==> config.mk <==
export PLATFORM = sky130hd
export DESIGN_NAME = pic_8259
export DESIGN_NICKNAME = d
export VERILOG_FILES = /design/src/rtl/pic_pkg.sv /design/src/rtl/pic_priority_resolver.sv /design/src/rtl/pic_8259.sv
export SDC_FILE = /design/constraint.sdc
export NUM_CORES = 1
export LEC_CHECK = 0
export CAP_MARGIN = 20
export CORE_ASPECT_RATIO = 0.8
export CORE_MARGIN = 2
export CORE_UTILIZATION = 45
export CTS_CLUSTER_SIZE = 40
export DETAILED_ROUTE_END_ITERATION = 10
export PLACE_DENSITY_LB_ADDON = 0.15
export SETUP_SLACK_MARGIN = 0.5
export SKIP_LAST_GASP = 1
export SLEW_MARGIN = 40
export SYNTH_ARGS = -nofsm -noshare
export SYNTH_HDL_FRONTEND = slang
export SYNTH_SLANG_ARGS = --single-unit
==> constraint.sdc <==
create_clock -name clk -period 3.1 [get_ports clk]
set_clock_uncertainty 0.05 [all_clocks]
set_input_delay 0.93 -clock clk [delete_from_list [all_inputs] [get_ports clk]]
set_output_delay 0.93 -clock clk [all_outputs]
set_load 0.02 [all_outputs]
==> src/rtl/pic_pkg.sv <==
// Shared types and constants for the pic_8259 interrupt controller.
package pic_pkg;

    typedef enum logic [1:0] {
        READY,
        WAIT_ICW2,
        WAIT_ICW4
    } init_state_t;

    typedef enum logic [1:0] {
        IDLE,
        ACK1,
        WAIT2,
        ACK2
    } ack_state_t;

    localparam logic [2:0] OCW2_NSEOI = 3'b001;
    localparam logic [2:0] OCW2_SEOI  = 3'b011;

    localparam logic [4:0] DEF_BASE  = 5'b00001;

    localparam logic [7:0] PORT_CMD  = 8'h20;
    localparam logic [7:0] PORT_DATA = 8'h21;

endpackage

==> src/rtl/pic_priority_resolver.sv <==
// Fixed-priority resolver: IR0 is highest, a request interrupts only above the
// highest in-service level.
module pic_priority_resolver (
    input  logic [7:0] irr,
    input  logic [7:0] imr,
    input  logic [7:0] isr,
    output logic [2:0] top,
    output logic       req_valid,
    output logic [2:0] isr_top,
    output logic       intr_next
);

    logic [7:0] req;
    logic       isr_valid;

    always_comb begin
        req       = irr & ~imr;
        top       = '0;
        isr_top   = '0;
        // Scan from IR7 down so the lowest set index is the last one written.
        for (int unsigned i = 0; i < 8; i++) begin
            if (req[7 - i]) top = 3'(7 - i);
            if (isr[7 - i]) isr_top = 3'(7 - i);
        end
        req_valid = |req;
        isr_valid = |isr;
        intr_next = req_valid && (!isr_valid || (top < isr_top));
    end

endmodule

==> src/rtl/pic_8259.sv <==
// Simplified 8259A PIC: fixed priority, edge-triggered, single mode.
// Optional automatic EOI is built when PIC_AEOI_EN is defined.
module pic_8259 #(
    parameter logic [4:0] DEF_BASE = pic_pkg::DEF_BASE
) (
    input  logic       clk,
    input  logic       rst,
    input  logic       cs_n,
    input  logic       a0,
    input  logic       rd_n,
    input  logic       wr_n,
    input  logic [7:0] din,
    output logic [7:0] dout,
    output logic       dout_en,
    input  logic [7:0] ir,
    input  logic       inta_n,
    output logic       intr
);

    import pic_pkg::*;

    logic [7:0]  ir_q;
    logic        wr_n_q;
    logic        inta_n_q;
    logic [7:0]  irr, isr, imr;
    logic [7:0]  irr_nx, isr_nx, imr_nx;
    logic [4:0]  base;
    logic [2:0]  lvl;
    logic        rdsel;
    logic        need_icw4;
    logic        aeoi;

    init_state_t init_state, init_next;
    ack_state_t  ack_state, ack_next;

    logic [2:0]  top, isr_top;
    logic        req_valid, intr_next;

    logic        wr_evt, cmd_wr, data_wr;
    logic        icw1, ocw2, ocw3;
    logic        inta_fall, inta_rise;
    logic        ack_take, grant, aeoi_clr;
    logic [7:0]  ir_edge;

    pic_priority_resolver u_resolver (
        .irr       (irr),
        .imr       (imr),
        .isr       (isr),
        .top       (top),
        .req_valid (req_valid),
        .isr_top   (isr_top),
        .intr_next (intr_next)
    );

    assign wr_evt    = !cs_n && !wr_n && wr_n_q;
    assign cmd_wr    = wr_evt && (a0 == PORT_CMD[0]);
    assign data_wr   = wr_evt && (a0 == PORT_DATA[0]);
    assign icw1      = cmd_wr && din[4];
    assign ocw2      = cmd_wr && (din[4:3] == 2'b00);
    assign ocw3      = cmd_wr && (din[4:3] == 2'b01);
    assign inta_fall = !inta_n && inta_n_q;
    assign inta_rise = inta_n && !inta_n_q;
    assign ir_edge   = ir & ~ir_q;

    assign ack_take  = (ack_state == IDLE) && inta_fall && !icw1;
    // Arbitration uses the registered intr and the pre-edge IRR, so an IR edge
    // landing with the first INTA fall waits for the next acknowledge.
    assign grant     = ack_take && intr && req_valid;
    assign aeoi_clr  = aeoi && (ack_state == ACK2) && inta_rise;

`ifdef PIC_AEOI_EN
    always_ff @(posedge clk) begin
        if (rst) begin
            aeoi <= 1'b0;
        end else if (icw1) begin
            aeoi <= 1'b0;
        end else if (data_wr && (init_state == WAIT_ICW4)) begin
            aeoi <= din[1];
        end
    end
`else
    assign aeoi = 1'b0;
`endif

    always_comb begin
        init_next = init_state;
        if (icw1) begin
            init_next = WAIT_ICW2;
        end else if (data_wr) begin
            case (init_state)
                WAIT_ICW2: init_next = need_icw4 ? WAIT_ICW4 : READY;
                WAIT_ICW4: init_next = READY;
                default:   init_next = init_state;
            endcase
        end
    end

    always_comb begin
        ack_next = ack_state;
        case (ack_state)
            IDLE:    if (inta_fall) ack_next = ACK1;
            ACK1:    if (inta_rise) ack_next = WAIT2;
            WAIT2:   if (inta_fall) ack_next = ACK2;
            ACK2:    if (inta_rise) ack_next = IDLE;
            default: ack_next = IDLE;
        endcase
        if (icw1) ack_next = IDLE;
    end

    // Later updates override earlier ones; ICW1 clears everything last.
    always_comb begin
        irr_nx = irr;
        isr_nx = isr;
        imr_nx = imr;
        if (grant) begin
            isr_nx[top] = 1'b1;
            irr_nx[top] = 1'b0;
        end
        irr_nx = irr_nx | ir_edge;
        if (aeoi_clr) isr_nx[lvl] = 1'b0;
        if (ocw2 && (din[7:5] == OCW2_NSEOI) && (|isr)) isr_nx[isr_top] = 1'b0;
        if (ocw2 && (din[7:5] == OCW2_SEOI)) isr_nx[din[2:0]] = 1'b0;
        if (data_wr && (init_state == READY)) imr_nx = din;
        if (icw1) begin
            irr_nx = '0;
            isr_nx = '0;
            imr_nx = '0;
        end
    end

    always_ff @(posedge clk) begin
        if (rst) begin
            ir_q       <= '0;
            wr_n_q     <= 1'b1;
            inta_n_q   <= 1'b1;
            irr        <= '0;
            isr        <= '0;
            imr        <= '1;
            base       <= DEF_BASE;
            lvl        <= '0;
            rdsel      <= 1'b0;
            need_icw4  <= 1'b0;
            intr       <= 1'b0;
            init_state <= READY;
            ack_state  <= IDLE;
        end else begin
            ir_q       <= ir;
            wr_n_q     <= wr_n;
            inta_n_q   <= inta_n;
            irr        <= irr_nx;
            isr        <= isr_nx;
            imr        <= imr_nx;
            init_state <= init_next;
            ack_state  <= ack_next;
            intr       <= (ack_next == IDLE) ? intr_next : 1'b0;
            if (icw1) begin
                need_icw4 <= din[0];
                rdsel     <= 1'b0;
            end else if (ocw3 && din[1]) begin
                rdsel <= din[0];
            end
            if (data_wr && (init_state == WAIT_ICW2)) base <= din[7:3];
            if (ack_take) lvl <= grant ? top : 3'd7;
        end
    end

    always_comb begin
        dout    = 8'hFF;
        dout_en = 1'b0;
        if ((ack_state == ACK2) && !inta_n) begin
            dout    = {base, lvl};
            dout_en = 1'b1;
        end else if (!cs_n && !rd_n && inta_n) begin
            dout_en = 1'b1;
            if (a0 == PORT_DATA[0]) dout = imr;
            else                    dout = rdsel ? isr : irr;
        end
    end

endmodule

Yosys cells after proc, flatten, opt, wreduce, memory -nomap -nowiden --
Cells that the tools add are included.
Storage, ports and cells: flip-flop bits (word level) 49, input port bits 23, output and inout bits 10
Operators by class: order comparisons 7, eq/ne operators 8, multiplexer cells 45, bitwise operators 14, reduce and logical (&&, ||, !) cells 48
Operators with widths (count):
- $mux W8 | 10
- $mux W3 | 17
- $and A8 B8 Y8 | 5
- $not A8 Y8 | 5
- $logic_and A1 B1 Y1 | 26
- $or A8 B8 Y8 | 2
- $reduce_or A8 Y1 | 2
- $lt A3 B4 Y1 const B | 3
- $mux W2 | 6
- $demux W1 S3 | 3
- $ge A3 B1 Y1 const B | 3
- $logic_not A2 Y1 | 4
- $pmux W2 S4 | 1
- $logic_not A1 Y1 | 7
- $mux W1 | 7
- $eq A2 B1 Y1 const B | 3
- $eq A2 B2 Y1 const B | 3
- $reduce_bool A2 Y1 | 3
- $pmux W2 S2 | 1
- $reduce_and A2 Y1 | 2
- $reduce_or A2 Y1 | 2
- $eq A3 B1 Y1 const B | 1
- $eq A3 B2 Y1 const B | 1
- $lt A3 B3 Y1 | 1
- other kinds (3) | 4

Depth between registers and ports, before layout --
Gate-level depths: netlist of the first run.
word-level depth 20, mapped depth 9, depth with buffers taken out 9

Modules after synthesis --
Synthesis of the first run repeated with hierarchy kept, for this count alone.
Second synthesis, totals: cell total of the unflattened synthesis 308, area, all modules 2705.1 um^2
By module, submodules not included:
- pic_8259 | times used 1, cells an instance 261, area an instance 2383.5 um^2
- pic_priority_resolver | times used 1, cells an instance 47, area an instance 321.6 um^2

Worst setup path before layout of the first run --
OpenSTA, ideal clock, no wires.
path type input port to output port, start in inta_n, end out dout_en, arrival time 1806 ps, data required time 2120 ps, slack 314 ps, cell stages on the path 3, cells stage by stage inv_1 > nor3_1 > nand2b_1
On the way: cells in the longest elaborated chain, start to end 3, elaborated cells on any way between the ends 5, classes of those cells mux: 2; reduce/logical: 3
RTL lines:
- from (decl) | RTL line pic_8259.sv:16 | input logic inta_n,
- $logic_and A1 B1 Y1 or $logic_not A1 Y1 (tied branches) | RTL line pic_8259.sv:173, pic_8259.sv:170
- $mux W1 or $logic_and A1 B1 Y1 (tied branches) | RTL line pic_8259.sv:173, pic_8259.sv:170
- $mux W1 (*) | RTL line pic_8259.sv:170 | if ((ack_state == ACK2) && !inta_n) begin
- to (decl) | RTL line pic_8259.sv:14 | output logic dout_en,
Every way passes the cells marked *; elsewhere a longest branch is shown, timed or not.

Worst setup path in the final report of the first run --
start in rd_n, end out dout[7]
On the way: cells in the longest elaborated chain, start to end 5
RTL lines:
- from (decl) | RTL line pic_8259.sv:10 | input logic rd_n,
- $logic_not A1 Y1 | RTL line pic_8259.sv:173 | end else if (!cs_n && !rd_n && inta_n) begin
- $logic_and A1 B1 Y1 (2 in a row) | RTL line pic_8259.sv:173
- $mux W8 | RTL line pic_8259.sv:173
- $mux W8 | RTL line pic_8259.sv:170
- to (decl) | RTL line pic_8259.sv:13 | output logic [7:0] dout,
Every way passes these cells.

==> results of run 1 <==
[synth_stat cells, drive strengths merged, types with 5 or more instances]
master,count
dfxtp,49
nor2,34
a21oi,31
nand2,20
nand2b,14
nor2b,13
inv,10
nand3,10
mux2i,9
a221o,8
clkbuf,7
mux2,7
o21ai,7
buf,5
ha,5
[layer usage]
layer  wire length [um]  part of all wire  up-vias  GRT usage
met5                  0                 0        -          0
met4                 56            0.0078        0     0.0427
met3                551             0.077        6     0.0525
met2               3130              0.44       85      0.369
met1               3410              0.48     1108      0.359
li1                   -                 -     1190          -
[cells by family (layout without fill, tap and decap cells)]
kind of cell | Yosys count | count (layout)
AND/OR/NAND/NOR | 126 | 126
AO/OA/AOI/OAI | 78 | 78
flip-flops | 49 | 49
buffers and inverters | 22 | 71
multiplexers | 16 | 16
adder cells (fa/ha/maj) | 5 | 5
XOR/XNOR | 1 | 1
[area by class of cell]
| type | count | area share |
|---|---|---|
| well taps | 78 | 0.0296 |
| flip-flops and latches | 49 | 0.299 |
| clock inverters | 3 | 0.00531 |
| inverters | 10 | 0.0121 |
| clock buffers | 5 | 0.0209 |
| multi-input cells | 226 | 0.476 |
| repair buffers | 53 | 0.157 |
[per-stage QoR]
step                power [W]  TNS (ns)  worst slack, ns  cells
floorplan            0.000807         0            0.505    297
finish                0.00128         0            0.426    424
global route          0.00134         0            0.401    424
CTS                   0.00129         0            0.445    424
global placement     0.000896     -3.73           -0.457    411
detailed placement   0.000897     -3.83           -0.458    411
[final timing paths]
kind / endpoint / cells past startpoint / start
hold / removal: irr[2] / 1 / ir_q[2]
hold reg to reg: irr[2] / 1 / ir_q[2]
setup / recovery: dout[7] / 6 / rd_n
setup reg to reg: intr / 8 / isr[0]
[power breakdown]
part           internal, W  leakage [nW]  switching, W
combinational     0.000109         0.828      0.000112
clock             0.000156        0.0439      0.000223
sequential        0.000658         0.403     0.0000254
[cells in the final DEF (no fill, tap or decap), types with 3 or more instances in the layout]
master,instances
dfxtp_1,48
a21oi_1,27
nor2_1,25
buf_4,22
nand2_1,20
clkdlybuf4s50_1,19
nand2b_1,14
nor2b_1,13
inv_1,9
nand3_1,9
buf_6,9
mux2i_1,8
a221o_1,8
o21ai_0,7
nor2_2,7
mux2_2,7
ha_1,5
clkbuf_8,5
and2_1,4
a21oi_2,4
nor4_1,4
o211a_1,4
nand3b_1,4
or2_2,3
o32ai_1,3
a31oi_1,3
nand4b_1,3
and3_1,3
[registers in the layout, summed over array words and instances, names as in the netlist]
| register | flops |
|---|---|
| isr | 8 |
| inta_n_q | 1 |
| intr | 1 |
| ir_q | 8 |
| ack_state | 2 |
| need_icw4 | 1 |
| init_state | 2 |
| wr_n_q | 1 |
| lvl | 3 |
| irr | 8 |
| rdsel | 1 |
| imr | 8 |
| base | 5 |
[timing repair]
| item | 4_1_cts | 5_1_grt |
|---|---|---|
| hold buffers | 0 | 0 |
| buffers inserted | 3 | 0 |
| gates cloned | 2 | 0 |
| endpoints found under the hold margin | 0 | 0 |
| pin swaps | 5 | 1 |
| resized for setup | 92 | 11 |
| endpoints found under the setup margin | 31 | 14 |
[worst max-delay path: stages]
cell     delay [ns]
buf_6          0.10
nor3_4         0.22
buf_6          0.15
buf_6          0.10
a21oi_2        0.04
buf_4          0.15
==> results_dict.tcl, run 1 <==
set metrics [dict create \
    numPortBuffers 32 \
    htreeDepth 2 \
    grt_setup_unrepaired "true" \
    grt_pass1_vias 2309 \
    numCtsBuffers 5 \
    seqCellArea_sq_um 985 \
    syn_area_sq_mm 0.00254 \
    holdWs_ns 0.385 \
    nets 373 \
    maxSlewViolCount 0 \
    p_leak_nw 1.28 \
    cp-start-kind "input port" \
    ir_drop_v 0.000347 \
    grt_max_degree 30 \
    ioPinCount 33 \
    cts_tree "done" \
    synthCells 297 \
    relSlewSlack 0.566 \
    placed_cell_area_sq_mm 0.00304 \
    drc 0 \
    die_y_um 71.1 \
    critPathKind "in2out" \
    multi_input_area_sq_mm 0.00157 \
    row_count 24 \
    fmax_mhz 374 \
    path_clk_slew_ns 0.09 \
    synthFlopType "dfxtp_1" \
    synth_compound_area_frac 0.214 \
    core_area_sq_mm 0.00544 \
    worst_setup_path_end_kind "output port" \
    tightestPinTransition_ns 0.645 \
    synth-seq-cells 49 \
    fin_crit_ns 2.67 \
    yosys.area.top_type "dfxtp_1" \
    drive_above_1_share 0.225 \
    dieWidth_um 87.9 \
    insertion_delay_ns 0.31 \
    power_per_cell_area_mw_per_mm2 390 \
    ys_top_cells_by_area "dfxtp_1 39%, a21oi_1 6.1%, nor2_1 4.9%, mux2i_1 3.6%, nand2b_1 3.5%" \
    fill_cells 486 \
    required_ns 2.12 \
    gr-total-overflow 0 \
    yosysUniqueCellTypes 54 \
    place_congestion 0.928 \
    outcome "finished clean" \
    dp_hpwl_um 5130 \
    clock_sinks 49 \
    ff2ff_setup_slack_ns 0.78 \
    wl_um 7150 \
    synth_top_family_by_area "simple AND/OR/NAND/NOR gates" \
    critPathArrivalTime_ns 1.69 \
    synth-simple-area-share 0.269 \
    hp-class "reg2reg" \
    drt_iter0_drc 212 \
    yosysSeqAreaShare 0.387 \
    synth-xor-area-share 0.00345 \
    synth.avg_cell_area_sq_um 8.54 \
    synth_warnings 0 \
    initial_core_util 0.467 \
    finish.utilization 0.607 \
    antenna_cells 0 \
    post_drt_wl_per_cell_um 16.9 \
    clock_path_buffers 2 \
    muxShareOfSynthArea 0.0666 \
    avgViaCountPerCell 5.63 \
    synth_edf_count 0 \
    maxCapViolCount 0 \
    first_pass_iters 4 \
    worstPathMaxFanout 4 \
    area_growth_pct 30.0 \
    postRouteAntennaNets 0 \
    grt_pass1_wl_um 11600 \
    finalSetupViolCount 0 \
    die_area_sq_mm 0.00626 \
    async_reset_ff_frac 0 \
    syn-num-nets 325 \
    hold_viol_final 0 \
    synth_top_area_share 0.387 \
    synthAdderAreaFrac 0.0247 \
    period_share 0.863 \
    antenna_found_initial 0 \
    fin_area_sq_mm 0.00330 \
    cts_root_buffer "clkbuf_8" \
    track_usage 0.243 \
    num_vias 2389 \
]
(Power assumes the default switching activity.)
==> inputs of run 2 (changes only) <==
- CORE_UTILIZATION: 45 -> 55
- GPL_TIMING_DRIVEN: not set -> 1
- SYNTH_HIERARCHICAL: not set -> 1
==> run 2 against run 1 <==
  * Clock power barely moved
  * Final area rose by 3.9%
  * Wire length rose by 1.2%
  * Clock-buffer cell count rose by 1
  * Non-clock buffer count rose by 3
  * Sequential cell count did not move
  * Final cell count fell by 1.2%
  * Area after synthesis rose by 6.7%
  * Synthesized cell count rose by 3.7%
==> results_dict.tcl, run 2 <==
set metrics [dict create \
    post_drt_wl_per_cell_um 17.3 \
    hold_viol_final 0 \
    grt_pass1_wl_um 12000 \
    worstPathMaxFanout 9 \
    critPathArrivalTime_ns 1.70 \
    post-place-ws_ns -0.471 \
    die_y_um 66.7 \
    syn_area_sq_mm 0.00271 \
    relSlewSlack 0.561 \
    grt_busiest_layer "met2" \
    syn-num-nets 336 \
    fmax_mhz 373 \
    cts_root_buffer "clkbuf_8" \
    switchingPower_w 0.000357 \
    use_met2 0.442 \
    ys_top_cells_by_area "dfxtp_1 36%, a21oi_1 6.1%, mux2i_1 5.9%, nand2b_1 4.2%, nor2b_1 3.7%" \
    p_leak_nw 1.39 \
    p_total_w 0.00130 \
    period_share 0.865 \
    grt_max_degree 30 \
    insertion_delay_ns 0.31 \
    power_per_cell_area_mw_per_mm2 378 \
    maxCapViolCount 0 \
    core_area_sq_mm 0.00465 \
    path_clk_slew_ns 0.09 \
    numCtsBuffers 5 \
    postRouteAntennaNets 0 \
    numPortBuffers 32 \
    grt_setup_unrepaired "true" \
    drt_iter0_drc 170 \
    yosysUniqueCellTypes 51 \
    antenna_cells 0 \
    die_area_sq_mm 0.00550 \
    dp_hpwl_um 5450 \
    synthFlopType "dfxtp_1" \
    place_congestion 0.892 \
    use_met3 0.0637 \
    fin_crit_ns 2.68 \
    tightestPinTransition_ns 0.651 \
    worst_setup_path_end_kind "output port" \
    yosysMostFrequentCell "dfxtp_1" \
    critPathKind "in2out" \
    layout_common_cells "48 x dfxtp_1, 30 x a21oi_1, 22 x nor2_1, 22 x buf_4" \
    cp-start-kind "input port" \
    p_seq_frac 0.526 \
    synth_top_area_share 0.363 \
    fin_setup_tns_ns 0 \
    grt_pass1_vias 2433 \
    clock_path_buffers 2 \
    grtUsageMet1 0.423 \
    drive_above_1_share 0.220 \
    nets 386 \
    synth.avg_cell_area_sq_um 8.78 \
    ioPinCount 33 \
    p_int_w 0.000939 \
    synth_edf_count 0 \
    fin_ws_ns 0.419 \
    yosysSeqAreaShare 0.363 \
    first_pass_iters 4 \
    htreeDepth 2 \
    required_ns 2.12 \
    yosys.area.top_type "dfxtp_1" \
    dieWidth_um 82.4 \
    avgViaCountPerCell 6.05 \
    drc 0 \
    ys_top_cells_by_count "49 x dfxtp_1, 33 x a21oi_1, 24 x nor2_1" \
    outcome "finished clean" \
    hp-class "reg2reg" \
    hold_buffers 0 \
    combPwrFrac 0.179 \
    synth-seq-cells 49 \
    p_clk_frac 0.295 \
    num_vias 2534 \
    switching_share 0.276 \
    synthCells 308 \
    cts_tree "done" \
    maxSlewViolCount 0 \
    antenna_found_initial 0 \
    mostFrequentLayoutCell "dfxtp_1" \
    row_count 22 \
    track_usage 0.293 \
    async_reset_ff_frac 0 \
    initial_core_util 0.581 \
    area_growth_pct 26.6 \
    gr-total-overflow 0 \
    wl_um 7230 \
    synth_warnings 6 \
    ir_drop_v 0.000362 \
    finalSetupViolCount 0 \
    clock_sinks 49 \
]
## run 2: changes by cell type after synthesis, moves of 4 or more
cell / delta
mux2i_1: +7
nor4_1: +7
nand2b_1: +4
o211a_1: -4
a2111oi_0: +4
nand3_1: -4
nor2_1: -9
a221o_1: -8
inv_1: +4
o21bai_1: +6
## run 2: cells by family after synthesis
family,synth area share
mux,0.0925
simple gates,0.275
buf+inv,0.0426
xor+xnor,0.00324
flops,0.363
compound gates,0.197
fa+ha+maj,0.0268
## run 2: worst paths after layout
path / start / to / slack [ns] / cells after the start
max: inta_n / dout[1] / 0.42 / 6
min: base[1] / base[1] / 0.42 / 2
min reg2reg: base[1] / base[1] / 0.42 / 2
max reg2reg: irr[2] / intr / 0.72 / 10
## run 2: power groups by stage
stage	sequential, W	combinational, W	clock, W
detailed placement	0.000694	0.000216	0
CTS	0.000680	0.000226	0.000385
global route	0.000684	0.000252	0.000414
global placement	0.000693	0.000210	0
floorplan	0.000684	0.000125	0
finish	0.000681	0.000232	0.000382
## run 2: final cells by class
| type | count | area [sq um] |
|---|---|---|
| clock inverters | 2 | 13.8 |
| well taps | 60 | 75.1 |
| repair buffers | 56 | 566 |
| inverters | 14 | 52.6 |
| clock buffers | 6 | 72.6 |
| multi-input cells | 232 | 1660 |
| flip-flops and latches | 49 | 982 |
| fillers | 361 | 1230 |
## run 2: worst max-delay path, stage by stage
cell,delay [ns]
buf_6,0.10
nand3b_1,0.17
buf_6,0.16
nor2_1,0.15
a21oi_2,0.06
buf_6,0.13
## run 2: metal layers
metal / vias to the layer above / part of all wire
met5: - / 0
met1: 1207 / 0.47
li1: 1211 / -
met4: 0 / 0.0093
met2: 105 / 0.44
met3: 11 / 0.078
## run 2: per-stage QoR
step | utilization | hold WS (ns) | area [sq um] | cells
finish | 0.736 | 0.418 | 3430 | 419
detailed placement | 0.699 | 0.403 | 3250 | 409
floorplan | - | 0.386 | 2730 | 308
CTS | 0.728 | 0.416 | 3390 | 419
global placement | 0.699 | 0.398 | 3250 | 409
global route | 0.736 | 0.431 | 3430 | 419
## run 2: repair_timing
action                                  CTS  global route
gates resized for setup                  77             9
cloned                                    1             0
buffers inserted                          1             0
endpoints found under the setup margin   18            10
pin swaps                                 6             3
